==> config.mk <==
export PLATFORM = sky130hd
export DESIGN_NAME = apb_core_master_flat
export DESIGN_NICKNAME = d
export VERILOG_FILES = /design/src/rtl/apb_core_master_if.sv /design/src/rtl/apb_core_master.sv /design/src/flat_wrapper.sv
export SDC_FILE = /design/constraint.sdc
export NUM_CORES = 1
export LEC_CHECK = 0
export CELL_PAD_IN_SITES_DETAIL_PLACEMENT = 1
export CELL_PAD_IN_SITES_GLOBAL_PLACEMENT = 1
export CORE_MARGIN = 2
export CORE_UTILIZATION = 33
export CTS_CLUSTER_DIAMETER = 30
export DETAILED_ROUTE_END_ITERATION = 6
export PLACE_DENSITY_LB_ADDON = 0.1
export SETUP_SLACK_MARGIN = 0.15
export SYNTH_ARGS = -nofsm -noshare
export SYNTH_HDL_FRONTEND = slang
export SYNTH_SLANG_ARGS = --single-unit
==> constraint.sdc <==
create_clock -name clk -period 1.95 [get_ports clk]
set_input_delay 0.195 -clock clk [delete_from_list [all_inputs] [get_ports clk]]
set_output_delay 0.195 -clock clk [all_outputs]
set_load 0.1 [all_outputs]
==> src/rtl/apb_core_master_if.sv <==
// apb_core_master_if
//   Bundles the core-side request/response signals and the APB master port
//   of one apb_core_master.
//   master modport : the bridge itself (drives core_rdata/ack/err/busy and M_P*).
//   slave modport  : the environment (core plus APB interconnect).
interface apb_core_master_if #(
    parameter int BUS_WIDTH = 16
);
    // core side
    logic                 core_req;
    logic                 core_we;
    logic [BUS_WIDTH-1:0] core_addr;
    logic [BUS_WIDTH-1:0] core_wdata;
    logic [BUS_WIDTH-1:0] core_rdata;
    logic                 core_ack;
    logic                 core_err;
    logic                 core_busy;
    // APB side
    logic [BUS_WIDTH-1:0] M_PADDR;
    logic                 M_PWRITE;
    logic                 M_PSELx;
    logic                 M_PENABLE;
    logic [BUS_WIDTH-1:0] M_PWDATA;
    logic [BUS_WIDTH-1:0] M_PRDATA;
    logic                 M_PREADY;

    modport master (
        input  core_req, core_we, core_addr, core_wdata, M_PRDATA, M_PREADY,
        output core_rdata, core_ack, core_err, core_busy,
               M_PADDR, M_PWRITE, M_PSELx, M_PENABLE, M_PWDATA
    );

    modport slave (
        output core_req, core_we, core_addr, core_wdata, M_PRDATA, M_PREADY,
        input  core_rdata, core_ack, core_err, core_busy,
               M_PADDR, M_PWRITE, M_PSELx, M_PENABLE, M_PWDATA
    );
endinterface

==> src/rtl/apb_core_master.sv <==
// apb_core_master
//   Initiator end of a per-core APB bus. A one-cycle core request becomes an
//   APB SETUP->ACCESS transfer; read data and a completion pulse go back to
//   the core. Transfers stalled in ACCESS for TIMEOUT cycles are aborted with
//   core_err (TIMEOUT=0 disables the abort).
// Ports
//   clk   : clock, rising edge
//   reset : asynchronous, active-high
//   bus   : apb_core_master_if.master (core request/response + APB master port)
// Every output is a flop; next values are decoded from the next state.
module apb_core_master #(
    parameter int BUS_WIDTH = 16,
    parameter int TIMEOUT   = 255
) (
    input  logic               clk,
    input  logic               reset,
    apb_core_master_if.master  bus
);
    // counter must be able to hold TIMEOUT itself
    localparam int CW = (TIMEOUT < 1) ? 1 : $clog2(TIMEOUT + 1);
    localparam logic [CW-1:0] TO_LAST = CW'(TIMEOUT - 1);

    typedef enum logic [1:0] {IDLE, SETUP, ACCESS, DONE} state_t;

    state_t               state, state_nx;
    logic [CW-1:0]        cnt, cnt_nx;
    logic [BUS_WIDTH-1:0] paddr_q, paddr_nx;
    logic [BUS_WIDTH-1:0] pwdata_q, pwdata_nx;
    logic                 pwrite_q, pwrite_nx;
    logic [BUS_WIDTH-1:0] rdata_q, rdata_nx;
    logic                 ack_q, ack_nx;
    logic                 err_q, err_nx;
    logic                 psel_q, psel_nx;
    logic                 pen_q, pen_nx;
    logic                 busy_q, busy_nx;

    always_ff @(posedge clk or posedge reset) begin
        if (reset) begin
            state    <= IDLE;
            cnt      <= '0;
            paddr_q  <= '0;
            pwdata_q <= '0;
            pwrite_q <= 1'b0;
            rdata_q  <= '0;
            ack_q    <= 1'b0;
            err_q    <= 1'b0;
            psel_q   <= 1'b0;
            pen_q    <= 1'b0;
            busy_q   <= 1'b0;
        end else begin
            state    <= state_nx;
            cnt      <= cnt_nx;
            paddr_q  <= paddr_nx;
            pwdata_q <= pwdata_nx;
            pwrite_q <= pwrite_nx;
            rdata_q  <= rdata_nx;
            ack_q    <= ack_nx;
            err_q    <= err_nx;
            psel_q   <= psel_nx;
            pen_q    <= pen_nx;
            busy_q   <= busy_nx;
        end
    end

    always_comb begin
        state_nx  = state;
        cnt_nx    = cnt;
        paddr_nx  = paddr_q;
        pwdata_nx = pwdata_q;
        pwrite_nx = pwrite_q;
        rdata_nx  = '0;
        ack_nx    = 1'b0;
        err_nx    = 1'b0;
        unique case (state)
            IDLE: begin
                // requests in any other state are dropped, not queued
                if (bus.core_req) begin
                    state_nx  = SETUP;
                    paddr_nx  = bus.core_addr;
                    pwrite_nx = bus.core_we;
                    pwdata_nx = bus.core_wdata;
                    cnt_nx    = '0;
                end
            end
            SETUP: state_nx = ACCESS;
            ACCESS: begin
                // PREADY is checked first so it wins over a same-cycle timeout
                if (bus.M_PREADY) begin
                    state_nx = DONE;
                    ack_nx   = 1'b1;
                    rdata_nx = pwrite_q ? '0 : bus.M_PRDATA;
                end else if (TIMEOUT != 0 && cnt == TO_LAST) begin
                    state_nx = DONE;
                    ack_nx   = 1'b1;
                    err_nx   = 1'b1;
                end else if (cnt != '1) begin
                    cnt_nx = cnt + CW'(1);
                end
            end
            DONE: state_nx = IDLE;
            default: state_nx = IDLE;
        endcase
        psel_nx = (state_nx == SETUP) || (state_nx == ACCESS);
        pen_nx  = (state_nx == ACCESS);
        busy_nx = (state_nx != IDLE);
    end

    assign bus.core_rdata = rdata_q;
    assign bus.core_ack   = ack_q;
    assign bus.core_err   = err_q;
    assign bus.core_busy  = busy_q;
    assign bus.M_PADDR    = paddr_q;
    assign bus.M_PWRITE   = pwrite_q;
    assign bus.M_PSELx    = psel_q;
    assign bus.M_PENABLE  = pen_q;
    assign bus.M_PWDATA   = pwdata_q;
endmodule

==> src/flat_wrapper.sv <==
// flat-port wrapper written by rule: the top's interface ports become plain ports
module apb_core_master_flat 
#(
    parameter int BUS_WIDTH = 16,
    parameter int TIMEOUT   = 255
)
  (clk, reset, bus_core_req, bus_core_we, bus_core_addr, bus_core_wdata, bus_M_PRDATA, bus_M_PREADY, bus_core_rdata, bus_core_ack, bus_core_err, bus_core_busy, bus_M_PADDR, bus_M_PWRITE, bus_M_PSELx, bus_M_PENABLE, bus_M_PWDATA);
  apb_core_master_if #(.BUS_WIDTH(BUS_WIDTH)) bus_i ();
  input  logic clk;
  input  logic reset;
  input wire logic [$bits(bus_i.core_req)-1:0] bus_core_req;
  input wire logic [$bits(bus_i.core_we)-1:0] bus_core_we;
  input wire logic [$bits(bus_i.core_addr)-1:0] bus_core_addr;
  input wire logic [$bits(bus_i.core_wdata)-1:0] bus_core_wdata;
  input wire logic [$bits(bus_i.M_PRDATA)-1:0] bus_M_PRDATA;
  input wire logic [$bits(bus_i.M_PREADY)-1:0] bus_M_PREADY;
  output wire logic [$bits(bus_i.core_rdata)-1:0] bus_core_rdata;
  output wire logic [$bits(bus_i.core_ack)-1:0] bus_core_ack;
  output wire logic [$bits(bus_i.core_err)-1:0] bus_core_err;
  output wire logic [$bits(bus_i.core_busy)-1:0] bus_core_busy;
  output wire logic [$bits(bus_i.M_PADDR)-1:0] bus_M_PADDR;
  output wire logic [$bits(bus_i.M_PWRITE)-1:0] bus_M_PWRITE;
  output wire logic [$bits(bus_i.M_PSELx)-1:0] bus_M_PSELx;
  output wire logic [$bits(bus_i.M_PENABLE)-1:0] bus_M_PENABLE;
  output wire logic [$bits(bus_i.M_PWDATA)-1:0] bus_M_PWDATA;
  assign bus_i.core_req = bus_core_req;
  assign bus_i.core_we = bus_core_we;
  assign bus_i.core_addr = bus_core_addr;
  assign bus_i.core_wdata = bus_core_wdata;
  assign bus_i.M_PRDATA = bus_M_PRDATA;
  assign bus_i.M_PREADY = bus_M_PREADY;
  assign bus_core_rdata = bus_i.core_rdata;
  assign bus_core_ack = bus_i.core_ack;
  assign bus_core_err = bus_i.core_err;
  assign bus_core_busy = bus_i.core_busy;
  assign bus_M_PADDR = bus_i.M_PADDR;
  assign bus_M_PWRITE = bus_i.M_PWRITE;
  assign bus_M_PSELx = bus_i.M_PSELx;
  assign bus_M_PENABLE = bus_i.M_PENABLE;
  assign bus_M_PWDATA = bus_i.M_PWDATA;
  apb_core_master #(.BUS_WIDTH(BUS_WIDTH), .TIMEOUT(TIMEOUT)) u_core (.clk(clk), .reset(reset), .bus(bus_i));
endmodule
==> flow_summary.toml <==
[outcome]
status = "completed"

[floorplanning]
dieArea_um2 = 8360
die_h_um = 91.5
start_util_pct = 34.4
rows = 31
core_area_um2 = 7330
ios = 107
die_w_um = 91.5

[placed_design]
place_congestion = 0.792
io_buffers = 106
hpwl_um = 4630

[drt]
wl_um = 6400
ant_nets = 0
wire_per_inst_um = 15.8
drc = 0
drt-pass1-iter-count = 3
drt-initial-drc-count = 40
via_per_inst = 4.66
vias = 1890

[sta]
fin_crit_ps = 1690
finalCritPeriodShare_pct = 86.8
setup_viol = 0
timing_hold_violations_final = 0
rsz0062_at_grt = "no"
drv_slew = 0
finClkSkew_ps = 6.41
max_slew_margin_pct = 63.9
tns_ps = 0
max_freq_mhz = 591
worst_slew_pin_slew_ps = 539

[layout]
final_common_cell = "dfrtp_1"
diodes = 0
syn_to_final_growth_pct = 51.3
num-nets-final = 361
fillers = 765
drive_above_1_share_pct = 37.8
layout_common_cells = "dfrtp_1 (63), buf_4 (62), clkdlybuf4s50_1 (52), mux2_2 (33), and2_1 (16)"

[clocking]
clockBufferDepth = 2
holdBufCountCts = 0
htree_levels = 3
cts_sinks = 64
clk_pin_slew_ps = 70
clock_latency_ps = 340
cts_tree = "yes"
cts_root_buffer = "clkbuf_8"
cts_made_buffers = 9

[synthesis]
yosysWarnings = 0
netlist_instances = 183
synth-main-ff-cell = "dfrtp_1"
ys_ff_latch = 64
netlist_area_um2 = 2520
synth_edf_count = 0
ys_seq_area_share_pct = 63.5
synth_nets = 241
avgSynthCellArea_um2 = 13.8
async_reset_ff_share_pct = 100
synthDistinctLibCells = 33

[grt]
grt_pass1_wl_um = 10400
grt_max_degree = 54
grt_pass1_vias = 1957
grt.total_usage_pct = 16.3
grt_antenna_before_repair = 0
grt_overflow_total = 0

[critical_path]
cp_max_fo = 6
rrSetupSlack_ps = 260
critPathLaunch = "u_core.cnt[0]"
crit_arrival_ps = 1910
critPathRequiredTime_ps = 2170
startpoint_type = "flip-flop"
endpoint_kind = "flip-flop"
r2r_start = "u_core.cnt[0]"
worstSetupPathType = "flip-flop to flip-flop"

[worst_hold_path]
hp-class = "input port to async pin"

[flow_run]
drv_cap = 0
layout make-up:
class	count	area, µm²	share of cell area (%)
multi-input cells	105	867	22.7
well taps	99	124	3.24
inverters	7	26.3	0.688
repair buffers	116	1030	26.9
clock buffers	12	155	4.06
flip-flops and latches	64	1600	42.0
clock inverters	3	17.5	0.459
logic make-up after synthesis:
family	Yosys count	share of synthesized area [%]
and+or+nand+nor	47	10.7
AOI/OAI and AO/OA	20	6.30
muxes	33	14.7
adders and majority gates	5	2.48
buffers and inverters	14	2.38
DFF	64	63.5
stage by stage:
stage               utilization [%]  cell area (µm²)  worst slack, ps  std cells  hold WS (ps)
floorplan                         -             2520              157        183           324
global placement               49.3             3620              187        388           449
detailed placement             49.3             3620              173        388           462
CTS                            51.7             3790              172        403           111
global route                   52.1             3820              139        406           132
finish                         52.1             3820              258        406           118
synth_stat cells (2+ instances only):
cell | number | area, µm²
clkbuf_1 | 3 | 11.3
ha_1 | 5 | 62.6
nor2b_1 | 3 | 18.8
nand3_1 | 5 | 25.0
inv_1 | 7 | 26.3
o311ai_0 | 2 | 17.5
a41oi_1 | 2 | 17.5
nand2b_1 | 2 | 12.5
nand2_1 | 9 | 33.8
o211ai_1 | 3 | 22.5
nand4b_1 | 2 | 17.5
dfrtp_1 | 64 | 1600
buf_1 | 3 | 11.3
mux2_2 | 33 | 372
and3_1 | 3 | 18.8
and2_1 | 16 | 100
nor2_1 | 3 | 11.3
a21o_1 | 3 | 22.5
sequential cells by signal, indices dropped and copies added, names as in the netlist:
signal                 count
u_core.bus.M_PADDR        16
u_core.bus.M_PENABLE       1
u_core.bus.M_PSELx         1
u_core.bus.M_PWDATA       16
u_core.bus.M_PWRITE        1
u_core.bus.core_ack        1
u_core.bus.core_busy       1
u_core.bus.core_err        1
u_core.bus.core_rdata     16
u_core.cnt                 8
u_core.state               2
layer usage:
metal / routed length (µm) / up-vias / part of all wire, % / global-route usage [%]
li1: - / 876 / - / -
met5: 0 / - / 0 / 0
met2: 3040 / 59 / 47 / 24.6
met1: 2840 / 943 / 44 / 21.1
met3: 373 / 12 / 5.8 / 4.73
met4: 147 / 0 / 2.3 / 8.21
repair_timing:
item,in CTS,in global routing
buffers inserted,0,3
endpoints found under the setup margin,0,6
gates resized for setup,0,3
path summary, 6_finish.rpt:
kind | end | cells after the start
setup / recovery | u_core.cnt[7] | 5
hold / removal | u_core.bus.M_PADDR[8] | 2
setup reg to reg | u_core.cnt[7] | 5
hold reg to reg | u_core.cnt[6] | 1
max in group asynchronous | u_core.bus.core_busy | 3
min in group clk | u_core.bus.core_rdata[14] | 2
worst max-delay path, stage by stage (launching register included):
cell and delay [ps]:
dfrtp_2 410, inv_1 80, ha_1 220, o2111a_1 330, a21o_1 210, a221o_1 330
Power is not shown: default switching activity piles up to over one toggle a cycle in this logic, so the estimate is an artifact.
